[src/rtl/parking_pkg.sv]
`default_nettype none
// ============================================================================
// Module   : parking_pkg
// Purpose  : Shared types and constants for the parking occupancy counter.
// Revision : 1.0
// ============================================================================
package parking_pkg;

  localparam int COUNT_W     = 5;
  localparam int DEFAULT_CAP = 16;

  typedef enum logic [2:0] {
    S_IDLE = 3'd0,
    S_E1   = 3'd1,
    S_E2   = 3'd2,
    S_E3   = 3'd3,
    S_X1   = 3'd4,
    S_X2   = 3'd5,
    S_X3   = 3'd6,
    S_ERR  = 3'd7
  } gate_state_t;

endpackage : parking_pkg
`default_nettype wire

[src/rtl/sensor_sync.sv]
`default_nettype none
// ============================================================================
// Module   : sensor_sync
// Purpose  : Multi-flop synchronizer for one asynchronous sensor bit.
// Revision : 1.0
// ============================================================================
module sensor_sync #(
  parameter int SYNC_STAGES = 2
) (
  input  logic clk,
  input  logic reset,
  input  logic d,
  output logic q
);

  logic [SYNC_STAGES-1:0] r_sync;

  generate
    if (SYNC_STAGES == 1) begin : g_single
      always_ff @(posedge clk) begin
        if (reset) begin
          r_sync <= '0;
        end else begin
          r_sync <= d;
        end
      end
    end else begin : g_chain
      always_ff @(posedge clk) begin
        if (reset) begin
          r_sync <= '0;
        end else begin
          r_sync <= {r_sync[SYNC_STAGES-2:0], d};
        end
      end
    end
  endgenerate

  assign q = r_sync[SYNC_STAGES-1];

endmodule : sensor_sync
`default_nettype wire

[src/rtl/parking_occupancy_counter.sv]
`default_nettype none
// ============================================================================
// Module   : parking_occupancy_counter
// Purpose  : Decodes gate sensor sequences into a saturating occupancy count.
// Revision : 1.0
// ============================================================================
module parking_occupancy_counter
  import parking_pkg::*;
#(
  parameter int CAP         = DEFAULT_CAP,
  parameter int SYNC_STAGES = 2
) (
  input  logic               clk,
  input  logic               reset,
  input  logic               a,
  input  logic               b,
  output logic [COUNT_W-1:0] counterstate,
  output logic               enter_pulse,
  output logic               exit_pulse,
  output logic               full,
  output logic               empty
);

  localparam logic [COUNT_W-1:0] c_cap  = COUNT_W'(CAP);
  localparam logic [COUNT_W-1:0] c_one  = COUNT_W'(1);

  logic              w_sa;
  logic              w_sb;
  logic [1:0]        w_pins;
  gate_state_t       r_state;
  gate_state_t       w_next_state;
  logic              w_entry_evt;
  logic              w_exit_evt;
  logic [COUNT_W-1:0] r_count;
  logic [COUNT_W-1:0] w_count_next;
  logic              w_enter;
  logic              w_exit;
  logic              r_enter;
  logic              r_exit;
  logic              r_full;
  logic              r_empty;

  sensor_sync #(.SYNC_STAGES(SYNC_STAGES)) u_sync_a (
    .clk   (clk),
    .reset (reset),
    .d     (a),
    .q     (w_sa)
  );

  sensor_sync #(.SYNC_STAGES(SYNC_STAGES)) u_sync_b (
    .clk   (clk),
    .reset (reset),
    .d     (b),
    .q     (w_sb)
  );

  assign w_pins = {w_sa, w_sb};

  always_ff @(posedge clk) begin
    if (reset) begin
      r_state <= S_IDLE;
    end else begin
      r_state <= w_next_state;
    end
  end

  // Any input pattern not named for a state leaves that state unchanged.
  always_comb begin
    w_next_state = r_state;
    case (r_state)
      S_IDLE: begin
        case (w_pins)
          2'b10:   w_next_state = S_E1;
          2'b01:   w_next_state = S_X1;
          2'b11:   w_next_state = S_ERR;
          default: w_next_state = r_state;
        endcase
      end
      S_E1: begin
        case (w_pins)
          2'b11:   w_next_state = S_E2;
          2'b00:   w_next_state = S_IDLE;
          2'b01:   w_next_state = S_ERR;
          default: w_next_state = r_state;
        endcase
      end
      S_E2: begin
        case (w_pins)
          2'b01:   w_next_state = S_E3;
          2'b10:   w_next_state = S_E1;
          2'b00:   w_next_state = S_ERR;
          default: w_next_state = r_state;
        endcase
      end
      S_E3: begin
        case (w_pins)
          2'b00:   w_next_state = S_IDLE;
          2'b11:   w_next_state = S_E2;
          2'b10:   w_next_state = S_ERR;
          default: w_next_state = r_state;
        endcase
      end
      S_X1: begin
        case (w_pins)
          2'b11:   w_next_state = S_X2;
          2'b00:   w_next_state = S_IDLE;
          2'b10:   w_next_state = S_ERR;
          default: w_next_state = r_state;
        endcase
      end
      S_X2: begin
        case (w_pins)
          2'b10:   w_next_state = S_X3;
          2'b01:   w_next_state = S_X1;
          2'b00:   w_next_state = S_ERR;
          default: w_next_state = r_state;
        endcase
      end
      S_X3: begin
        case (w_pins)
          2'b00:   w_next_state = S_IDLE;
          2'b11:   w_next_state = S_X2;
          2'b01:   w_next_state = S_ERR;
          default: w_next_state = r_state;
        endcase
      end
      S_ERR: begin
        if (w_pins == 2'b00) begin
          w_next_state = S_IDLE;
        end
      end
      default: w_next_state = S_IDLE;
    endcase
  end

  // Events fire on the same edge that the FSM returns to IDLE.
  always_comb begin
    w_entry_evt = 1'b0;
    w_exit_evt  = 1'b0;
    if (w_pins == 2'b00) begin
      w_entry_evt = (r_state == S_E3);
      w_exit_evt  = (r_state == S_X3);
    end
  end

  always_comb begin
    w_count_next = r_count;
    w_enter      = 1'b0;
    w_exit       = 1'b0;
    if (w_entry_evt && (r_count != c_cap)) begin
      w_count_next = r_count + c_one;
      w_enter      = 1'b1;
    end else if (w_exit_evt && (r_count != '0)) begin
      w_count_next = r_count - c_one;
      w_exit       = 1'b1;
    end
  end

  // Flags are derived from the next count so they track counterstate exactly.
  always_ff @(posedge clk) begin
    if (reset) begin
      r_count <= '0;
      r_enter <= 1'b0;
      r_exit  <= 1'b0;
      r_full  <= 1'b0;
      r_empty <= 1'b1;
    end else begin
      r_count <= w_count_next;
      r_enter <= w_enter;
      r_exit  <= w_exit;
      r_full  <= (w_count_next == c_cap);
      r_empty <= (w_count_next == '0);
    end
  end

  assign counterstate = r_count;
  assign enter_pulse  = r_enter;
  assign exit_pulse   = r_exit;
  assign full         = r_full;
  assign empty        = r_empty;

endmodule : parking_occupancy_counter
`default_nettype wire

[config.mk]
export PLATFORM = sky130hd
export DESIGN_NAME = parking_occupancy_counter
export DESIGN_NICKNAME = d
export VERILOG_FILES = /design/src/rtl/parking_pkg.sv /design/src/rtl/sensor_sync.sv /design/src/rtl/parking_occupancy_counter.sv
export SDC_FILE = /design/constraint.sdc
export NUM_CORES = 1
export LEC_CHECK = 0
export BUFFER_PORTS_ARGS = -buffer_cell sky130_fd_sc_hd__buf_2
export CORE_MARGIN = 4
export CORE_UTILIZATION = 57
export CTS_BUF_LIST = sky130_fd_sc_hd__clkbuf_4 sky130_fd_sc_hd__clkbuf_8 sky130_fd_sc_hd__clkbuf_16
export CTS_CLUSTER_SIZE = 30
export DETAILED_ROUTE_END_ITERATION = 12
export PLACE_DENSITY = 0.79
export SETUP_SLACK_MARGIN = 0.5
export SLEW_MARGIN = 20
export SYNTH_ARGS = -nofsm -noshare
export SYNTH_HDL_FRONTEND = slang
export SYNTH_SLANG_ARGS = --single-unit
[constraint.sdc]
create_clock -name clk -period 2.4 [get_ports clk]
set_input_delay 0 -clock clk [delete_from_list [all_inputs] [get_ports clk]]
set_output_delay 0 -clock clk [all_outputs]
set_load 0.005 [all_outputs]
==> results of run 1 <==
[metal layers]
metal / vias to the layer above / share of wire [%] / GRT usage [%]
li1: 486 / - / -
met1: 469 / 39 / 22.3
met2: 52 / 50 / 27.4
met3: 9 / 8.2 / 5.70
met4: 0 / 3.3 / 11.5
met5: - / 0 / 0
[cell families (layout without fill, tap and decap cells)]
family | Yosys count | count (layout)
AO/OA/AOI/OAI | 30 | 30
XOR/XNOR | 2 | 2
adder cells (fa/ha/maj) | 10 | 10
buffers and inverters | 16 | 32
flip-flops | 16 | 16
multiplexers | 4 | 4
AND/OR/NAND/NOR | 47 | 47
[repair_timing]
action,CTS,global route
endpoints found under the setup margin,4,5
hold buffers,2,0
resized for setup,3,15
pin swaps,0,2
buffers inserted,0,4
hold endpoints to repair,2,0
[through the flow]
stage	setup WS [ns]	std cells	total power [uW]	cell area, um^2	util, %
global route	0.447	166	1220	1300	72.9
detailed placement	0.444	156	888	1150	64.4
finish	0.550	166	1140	1300	72.9
global placement	0.484	156	874	1150	64.4
floorplan	0.611	125	845	1120	-
CTS	0.493	162	1070	1210	67.7
[worst max-delay path, stage by stage (launching register included)]
cell and delay, ns:
dfxtp_1 0.41, inv_1 0.10, ha_2 0.23, and3_1 0.22, nand2b_1 0.21, nand2_1 0.12
o32ai_2 0.28, and4_1 0.23
[layout make-up]
type | count | area (um^2)
clock buffer | 4 | 36.3
fill | 139 | 483
inverter | 9 | 40.0
multi-input combinational | 93 | 747
sequential | 16 | 328
tap | 25 | 31.3
timing repair buffer | 19 | 118
[Yosys cell counts (2+ instances only)]
library cell and number:
dfxtp_1 16, ha_1 10, inv_1 9, nor2_1 8, nand2_1 7, nor2b_1 7, a21oi_1 5, nor3_1 5
a211oi_1 4, a31oi_1 4, buf_6 4, nand3_1 4, mux2i_1 3, o21ai_0 3, a21oi_2 2, a221oi_1 2
and3_1 2, nand2b_1 2, nand3b_1 2, nand4_1 2, xnor2_1 2
[power by group]
group | internal (uW) | leakage [uW] | total, uW | switching (uW)
clock network | 92.8 | 0.0000210 | 181 | 88.2
registers | 310 | 0.000132 | 406 | 95.6
logic | 278 | 0.000360 | 550 | 273
total | 680 | 0.000513 | 1140 | 457
[sequential cells by signal, summed over array words and instances, names as in the netlist]
name / flops
r_state: 3
empty: 1
u_sync_a.r_sync: 2
counterstate: 5
enter_pulse: 1
u_sync_b.r_sync: 2
exit_pulse: 1
full: 1
[worst min path at each step]
stage / slack (ns) / to / depth (start not counted)
6_report: 0.02 / r_state[1] / 2
5_1_grt: 0.04 / r_state[1] / 2
3_5_place_dp: 0.22 / u_sync_b.r_sync[0] / 2
2_1_floorplan: 0.07 / u_sync_a.r_sync[0] / 1
4_1_cts: 0.02 / r_state[1] / 2
3_3_place_gp: 0.22 / u_sync_b.r_sync[0] / 2
==> run metrics, run 1 <==
outcome=completed; Setup crit end=full; first-pass GRT wire length=3.59 mm; Die W=roughly 52 um; largest family of logic cells by synthesized area=simple AND/OR/NAND/NOR gates; CTS tree=built; gpl congestion=approximately 0.9; post-synthesis simple-gate area fraction=between 20% and 30%; complex-gate fraction of the synthesized area=between 15 and 20%; Remaining DRCs=0; WHS=roughly 0.016 ns; relative slew slack=between 70% and 80%; period utilization=between 70% and 80%; Worst Path Arrival=about 2.1 ns; I/O pin cnt=13; Total Routed Length=2.47 mm; Via Count=1016; commonest non-fill, non-tap cells in the layout=dfxtp_1, buf_2, nor2_1; Iter 0 DRT Violations=31; initial antenna violation count=0; Synth Register Bits=16; Final Hold Viols=0; worst clock skew=roughly 0.0044 ns; initial core utilization=a little over three fifths; Final setup viols=0; r2r startpoint=counterstate[0]; worst ir drop on vdd=between 0.5 and 0.6 mV; DP Wirelength=between 1.5 and 2 mm; register area share after synthesis=between 20% and 30%; type of the tightest min-delay check=primary input to flop; Synth Area in XOR/XNOR=about 1.6%; Total Nets Final=~160; Post-synth EDFFs=0; I/O Buffers=12; mapped cell area=1120 um^2; Worst Path Max Fanout=8; Synth Area in Adders=~11%; yosys warns=0; n_diodes=0; GRT Overall Usage=18.2%; Distinct cells, synth=43; H-Tree Depth=1; worst setup path category=flop to flop; Sink Count=16; Worst Tran Pin Value=0.309 ns; Worst-path clk slew=around 0.090 ns; post-synth top area share=approximately 29%; layout cells sized above 1=30.5%; area grow syn2layout=16.3%; clock buffer depth=2; syn nets=~140; worst hold start=reset; Syn Area/Cell=8.94 um^2; max cap viols=0; Async S/R FF share, synth=0%; pin count of the biggest net entering global routing=17; Setup TNS=0 ns; vias in the first global route=811; antenna-violating nets left=0; Required @ worst endpoint=between 2 and 3 ns; die height=between 50 and 60 um; Placement Rows=15; number of cells produced by synthesis=around 130; critical path capture point type=flop; CP startpoint kind=flop; unrepaired setup endpoints after global routing=true; PwrDens=between 800 and 900 nW/um^2; mux share of post-synthesis cell area=about 4.7%; FF-to-FF setup slack=0.55 ns; Max Clk Rate=between 500 and 600 MHz; FF-to-FF path depth=7; DR WL/cell=between 10 and 15 um; TritonCTS Buffers=3; grt total ovfl=0; leakage power=0.000513 uW; area of the die=between 2000 and 3000 um^2; Skew-Pair Late Insertion Delay=roughly 0.30 ns; Via density=roughly 6.1; Main synth FF type=dfxtp_1; total iterations of the first detailed-routing run=4; Synth area leader=dfxtp_1; Core Region=between 1500 and 2000 um^2; Pins Over Slew Limit=0; Root Buffer=clkbuf_4; worst setup path start=counterstate[0]; Period minus WS final=approximately 1.8 ns; top cells by area, synth=dfxtp_1, ha_1, buf_6; reg2reg end=full
Note: power is estimated with default switching activity, not from simulation.
==> inputs of run 2 (changes only) <==
--- a/config.mk
+++ b/config.mk
@@ -7,11 +7,11 @@
 export LEC_CHECK = 0
 export BUFFER_PORTS_ARGS = -buffer_cell sky130_fd_sc_hd__buf_2
 export CORE_MARGIN = 4
-export CORE_UTILIZATION = 57
+export CORE_UTILIZATION = 51
 export CTS_BUF_LIST = sky130_fd_sc_hd__clkbuf_4 sky130_fd_sc_hd__clkbuf_8 sky130_fd_sc_hd__clkbuf_16
 export CTS_CLUSTER_SIZE = 30
 export DETAILED_ROUTE_END_ITERATION = 12
-export PLACE_DENSITY = 0.79
+export PLACE_DENSITY = 0.75
 export SETUP_SLACK_MARGIN = 0.5
 export SLEW_MARGIN = 20
 export SYNTH_ARGS = -nofsm -noshare
==> constraint.sdc (replaced) <==
create_clock -name clk -period 1.61 [get_ports clk]
set_input_delay 0 -clock clk [delete_from_list [all_inputs] [get_ports clk]]
set_output_delay 0 -clock clk [all_outputs]
set_load 0.005 [all_outputs]
==> run 2 against run 1 <==
- the flow now finishes with violations (setup timing)
- hold slack improved by 0.034 ns
- non-clock buffer count rose by 28
- via count rose by 17%
- global-route usage rose by 5.8 points
- clock skew fell by 0.0020 ns
- wire length rose by 45%
- worst setup slack got worse by 0.70 ns
- critical endpoint unchanged
==> run metrics, run 2 (synthesis results as in run 1) <==
outcome=finished, violations left; failing checks=setup timing; Final Hold Viols=0; type of the tightest min-delay check=primary input to flop; PnR worst setup slack=-0.150 ns; area grow syn2layout=47.7%; worst setup path category=flop to flop; CP startpoint kind=flop; first-pass GRT wire length=between 5 and 6 mm; I/O Buffers=12; met2 WL=~1.7 mm; total iterations of the first detailed-routing run=5; Via density=~6.1; antenna-violating nets left=0; Buf/Inv on CP=1; met3 wire length=~260 um; vias in the first global route=1096; Die W=54.8 um; worst hold stages=2; DR WL/cell=~18 um; I/O pin cnt=13; critical path capture point type=flop; worst hold start=reset; die height=approximately 55 um; commonest non-fill, non-tap cells in the layout=buf_4, buf_2, dfxtp_1, nor2_1; Slowest cell on crit path=dfxtp_4; Required @ worst endpoint=between 1.5 and 2 ns; Pins Over Slew Limit=0; Setup TNS=-0.528 ns; Total Nets Final=about 180; Psw=887 uW; Flop pwr share=between 20 and 30%; worst setup path start=counterstate[1]; initial core utilization=55.3%; FF-to-FF setup slack=-0.15 ns; Worst Path Max Fanout=5; gpl congestion=0.925; most common library cell in the layout ignoring fill and taps=buf_4; r2r startpoint=counterstate[1]; max reg flops=5; H-Tree Depth=1; PwrDens=between 1000 and 1500 nW/um^2; Worst-path clk slew=between 0.1 and 0.15 ns; GRT Overall Usage=24.0%; WHS Endpoint=counterstate[2]; Via Count=1192; unrepaired setup endpoints after global routing=true; Placement Rows=16; DP Wirelength=2.22 mm; Max Clk Rate=568 MHz; Worst Path Arrival=between 2 and 2.5 ns; initial antenna violation count=0; Final setup viols=5; FF-to-FF path depth=7; Sink Count=16; area of the die=between 3000 and 4000 um^2; Total Routed Length=~3.6 mm; relative slew slack=around two thirds; leakage power=0.000687 uW; max cap viols=0; Period minus WS final=roughly 1.8 ns; Switching Fraction=between 40 and 50%; period utilization=109%; Remaining DRCs=0; Top delay family on crit path=simple AND/OR/NAND/NOR gates; layout cells sized above 1=53.3%; Clock power frac=a little under an eighth; Worst Tran Pin Value=0.489 ns; clock buffer depth=2; pin count of the biggest net entering global routing=16; fillers=118; TritonCTS Buffers=3; n_diodes=0; worst clock skew=between 0.002 and 0.0025 ns; Root Buffer=clkbuf_4; Gate power share=between 60% and 70%; CTS tree=built; worst ir drop on vdd=between 0.7 and 0.8 mV; M1 WL=approximately 1.4 mm; biggest cell delay along the critical path=a little under 0.4 ns; Pint=~1200 uW; Skew-Pair Late Insertion Delay=~0.3 ns; Core Region=2020 um^2; reg2reg end=full; WHS=around 0.049 ns; Iter 0 DRT Violations=81; CP Cell Sequence=inv_1 > ha_4 > and3_4 > nor4_1 > a31oi_1 > o32ai_2 > and4_1; grt total ovfl=0; top layer in use=met4
==> run 2: per-stage QoR <==
step	utilization, %	instances	power (uW)	worst slack [ns]	instance area, um^2
final	81.6	196	2110	-0.150	1650
after global routing	81.6	196	2210	-0.201	1650
after CTS	78.0	194	1930	-0.0810	1580
after detailed placement	71.2	183	1650	-0.104	1440
after global placement	71.2	183	1610	-0.0897	1440
after floorplan	-	125	1330	0.00289	1220
==> run 2: area by class of cell <==
cell class              instances  area [um^2]  share of cell area [%]
multi-input cells              93          857                    51.9
clock buffers                   3         22.5                    1.36
clock inverters                 1         3.75                   0.227
flip-flops and latches         16          342                    20.7
inverters                       9         41.3                    2.50
repair buffers                 47          350                    21.2
well taps                      27         33.8                    2.05
==> run 2: timing repair <==
action                                 in CTS  in global routing
buffers inserted                            5                  2
endpoints found under the hold margin       2                  0
resized for setup                          12                 16
setup endpoints to repair                  12                 12
pin swaps                                  15                  8
hold buffers                                2                  0
==> run 2: worst max path at each step <==
stage,to,cells after the start
after floorplan,r_state[1],8
after global placement,r_state[0],8
after detailed placement,r_state[0],8
after CTS,full,8
after global routing,r_state[0],8
final,full,7
==> run 2: worst register-to-register path, stage by stage, from the launching register on <==
cell and delay, ns:
dfxtp_4 0.39, inv_1 0.07, ha_4 0.17, and3_4 0.16, nor4_1 0.38, a31oi_1 0.11, o32ai_2 0.19, and4_1 0.24
==> run 2: power by group through the flow <==
stage	registers, uW	clock network (uW)	logic (uW)
5_1_grt	597	258	1350
6_report	589	242	1280
4_1_cts	566	240	1130
3_5_place_dp	566	0	1080
3_3_place_gp	558	0	1050
2_1_floorplan	526	0	806
==> run 2: metal layers <==
layer,up-vias,track usage (%)
met4,0,13.7
li1,543,-
met3,25,4.09
met1,560,29.4
met5,-,0
met2,64,39.2
==> inputs of run 3 (changes only) <==
--- a/config.mk
+++ b/config.mk
@@ -5,7 +5,9 @@
 export SDC_FILE = /design/constraint.sdc
 export NUM_CORES = 1
 export LEC_CHECK = 0
+export ABC_AREA = 1
 export BUFFER_PORTS_ARGS = -buffer_cell sky130_fd_sc_hd__buf_2
+export CORE_ASPECT_RATIO = 1.75
 export CORE_MARGIN = 4
 export CORE_UTILIZATION = 51
 export CTS_BUF_LIST = sky130_fd_sc_hd__clkbuf_4 sky130_fd_sc_hd__clkbuf_8 sky130_fd_sc_hd__clkbuf_16
==> constraint.sdc (replaced) <==
create_clock -name clk -period 1.61 [get_ports clk]
set_input_delay 0 -clock clk [delete_from_list [all_inputs] [get_ports clk]]
set_output_delay 0 -clock clk [all_outputs]
set_load 0.1 [all_outputs]
==> run 3 against run 2 <==
- the flow now finishes without violations
- critical path depth up 3
- flip-flop and latch count unchanged
- cell count up 14%
- wire length down 4.4%
- cell area up 1.5%
- combinational power down 17%
- sequential power down 12%
- via count up 5.5%
- utilization down 3.6 points
- non-clock buffer count down 19
- largest power group unchanged
==> run metrics, run 3 <==
Die W=approximately 44 um; Pins Over Slew Limit=0; top cells by area, synth=dfxtp_1, ha_1, nand2_1; relative slew slack=67.7%; most common library cell in the layout ignoring fill and taps=nand2_1; TritonCTS Buffers=3; clock buffer depth=2; CTS tree=built; first-pass GRT wire length=between 5 and 6 mm; Worst-path clk slew=0.10 ns; Period minus WS final=1.51 ns; worst hold start=reset; max reg flops=5; Final setup viols=0; total iterations of the first detailed-routing run=4; register area share after synthesis=a little over a quarter; gpl congestion=around 1.0; I/O Buffers=12; Max Clk Rate=~660 MHz; leakage power=approximately 0.00073 uW; Buf/Inv on CP=2; Worst Path Arrival=roughly 1.8 ns; Worst Path Max Fanout=7; fillers=~150; Final Power=1850 uW; Via Count=between 1000 and 1500; Multi-input gate area=~950 um^2; max cap viols=0; Slowest cell on crit path=dfxtp_4; area of the die=3150 um^2; DP Cell Count=around 210; antenna-violating nets left=0; Final Hold Viols=0; I/O pin cnt=13; DP Wirelength=2.39 mm; pin count of the biggest net entering global routing=13; post-synth top area share=between 20 and 30%; Reg area=around 350 um^2; grt total ovfl=0; Non-Filler Instances=roughly 220; Main synth FF type=dfxtp_1; Synth area leader=dfxtp_1; yosys warns=0; Placement Rows=22; PwrDens=about 1100 nW/um^2; Required @ worst endpoint=1.86 ns; layout cells sized above 1=51.8%; die height=slightly above 70 um; critical path capture point type=flop; unrepaired setup endpoints after global routing=true; Async S/R FF share, synth=0%; commonest non-fill, non-tap cells in the layout=nand2_1, nor2_1, buf_4, inv_1, nand3_1; number of cells produced by synthesis=170; Core Region=about 2100 um^2; most common cell in the netlist=nand2_1; vias in the first global route=between 1000 and 1500; H-Tree Depth=1; Worst Tran Pin Value=0.488 ns; DR WL/cell=roughly 15 um; n_diodes=0; r2r startpoint=u_sync_a.r_sync[1]; Post-synth EDFFs=0; Synth Register Bits=16; period utilization=between 90% and 100%; worst setup path category=flop to flop; area grow syn2layout=43.2%; Sink Count=16; Via density=5.64; Commonest cells post-synth=nand2_1, nor2_1, nand3_1; Remaining DRCs=0; CP startpoint kind=flop; mapped cell area=~1200 um^2; Skew-Pair Late Insertion Delay=about 0.29 ns; Iter 0 DRT Violations=48; worst clock skew=0.00792 ns; initial core utilization=a little over half; Total Routed Length=~3.4 mm; initial antenna violation count=0; outcome=completed; worst ir drop on vdd=about 0.81 mV; Top delay family on crit path=simple AND/OR/NAND/NOR gates; worst setup path start=u_sync_a.r_sync[1]; syn nets=184; biggest cell delay along the critical path=roughly 0.38 ns; Setup TNS=0 ns; CP Cell Sequence=inv_6 > ha_4 > inv_6 > nor2_4 > nand2_4 > nand3_2 > nand3_2 > nor2_2 > nand3_1 > nand2_1; Distinct cells, synth=26; type of the tightest min-delay check=primary input to flop; Syn Area/Cell=a little under 7 um^2; Root Buffer=clkbuf_4; GRT Overall Usage=approximately a quarter; Total Nets Final=between 200 and 250
## run 3: cell count changes after synthesis, sizes merged, moves of 3 or more
cell    change
nand3      +23
mux2i       -3
a31oi       -4
nor2       +26
buf         -4
inv        +12
nor2b       -7
nand2      +29
a211oi      -3
## run 3: what timing repair did
| item | in CTS | in global routing |
|---|---|---|
| pin swaps | 22 | 7 |
| hold buffers | 2 | 0 |
| setup buffers | 7 | 1 |
| endpoints found under the setup margin | 15 | 14 |
| resized for setup | 22 | 15 |
| endpoints found under the hold margin | 2 | 0 |
## run 3: path summary, 6_finish.rpt
| check | cells after the start | end | slack, ns |
|---|---|---|---|
| worst min-delay path | 2 | counterstate[0] | 0.04 |
| worst max register to register | 10 | empty | 0.10 |
| worst max-delay path | 10 | empty | 0.10 |
| worst min register to register | 2 | u_sync_b.r_sync[1] | 0.41 |
## run 3: power breakdown
group          switching [uW]  internal [uW]
Clock                     133            138
Combinational             673            390
Sequential               74.4            441
## run 3: cell families (layout without fill, tap and decap cells)
logic type	count (synthesis)	after routing	share of synthesized area [%]
flops	16	16	27.4
simple gates	105	105	45.8
compound gates	15	15	7.27
fa+ha+maj	10	10	10.7
buf+inv	24	53	8.88
## run 3: worst register-to-register path, stage by stage, from the launching register on
cell and delay (ns):
dfxtp_4 0.38, inv_6 0.08, ha_4 0.16, inv_6 0.05
nor2_4 0.19, nand2_4 0.11, nand3_2 0.08, nand3_2 0.09
nor2_2 0.16, nand3_1 0.10, nand2_1 0.06
## run 3: layout make-up
class	instances	share of cell area, %
tap	24	1.79
multi-input combinational	130	56.9
sequential	16	20.8
inverter	21	5.75
clock buffer	4	2.17
timing repair buffer	28	12.5
## run 3: per-layer routing
layer / global-route usage [%] / wire length [um]
met5: 0 / 0
met4: 12.8 / 198
met3: 0.754 / 99
met2: 46.6 / 2020
met1: 22.5 / 1100
## run 3: metrics by stage
stage	util, %	hold slack (ns)	setup WS [ns]	instance area, um^2
2_1_floorplan	-	0.0594	0.177	1320
3_3_place_gp	67.1	0.201	0.0899	1440
3_5_place_dp	67.1	0.211	0.0716	1440
4_1_cts	75.1	0.0327	0.169	1610
5_1_grt	78.0	0.0521	0.00470	1680
6_report	78.0	0.0382	0.101	1680
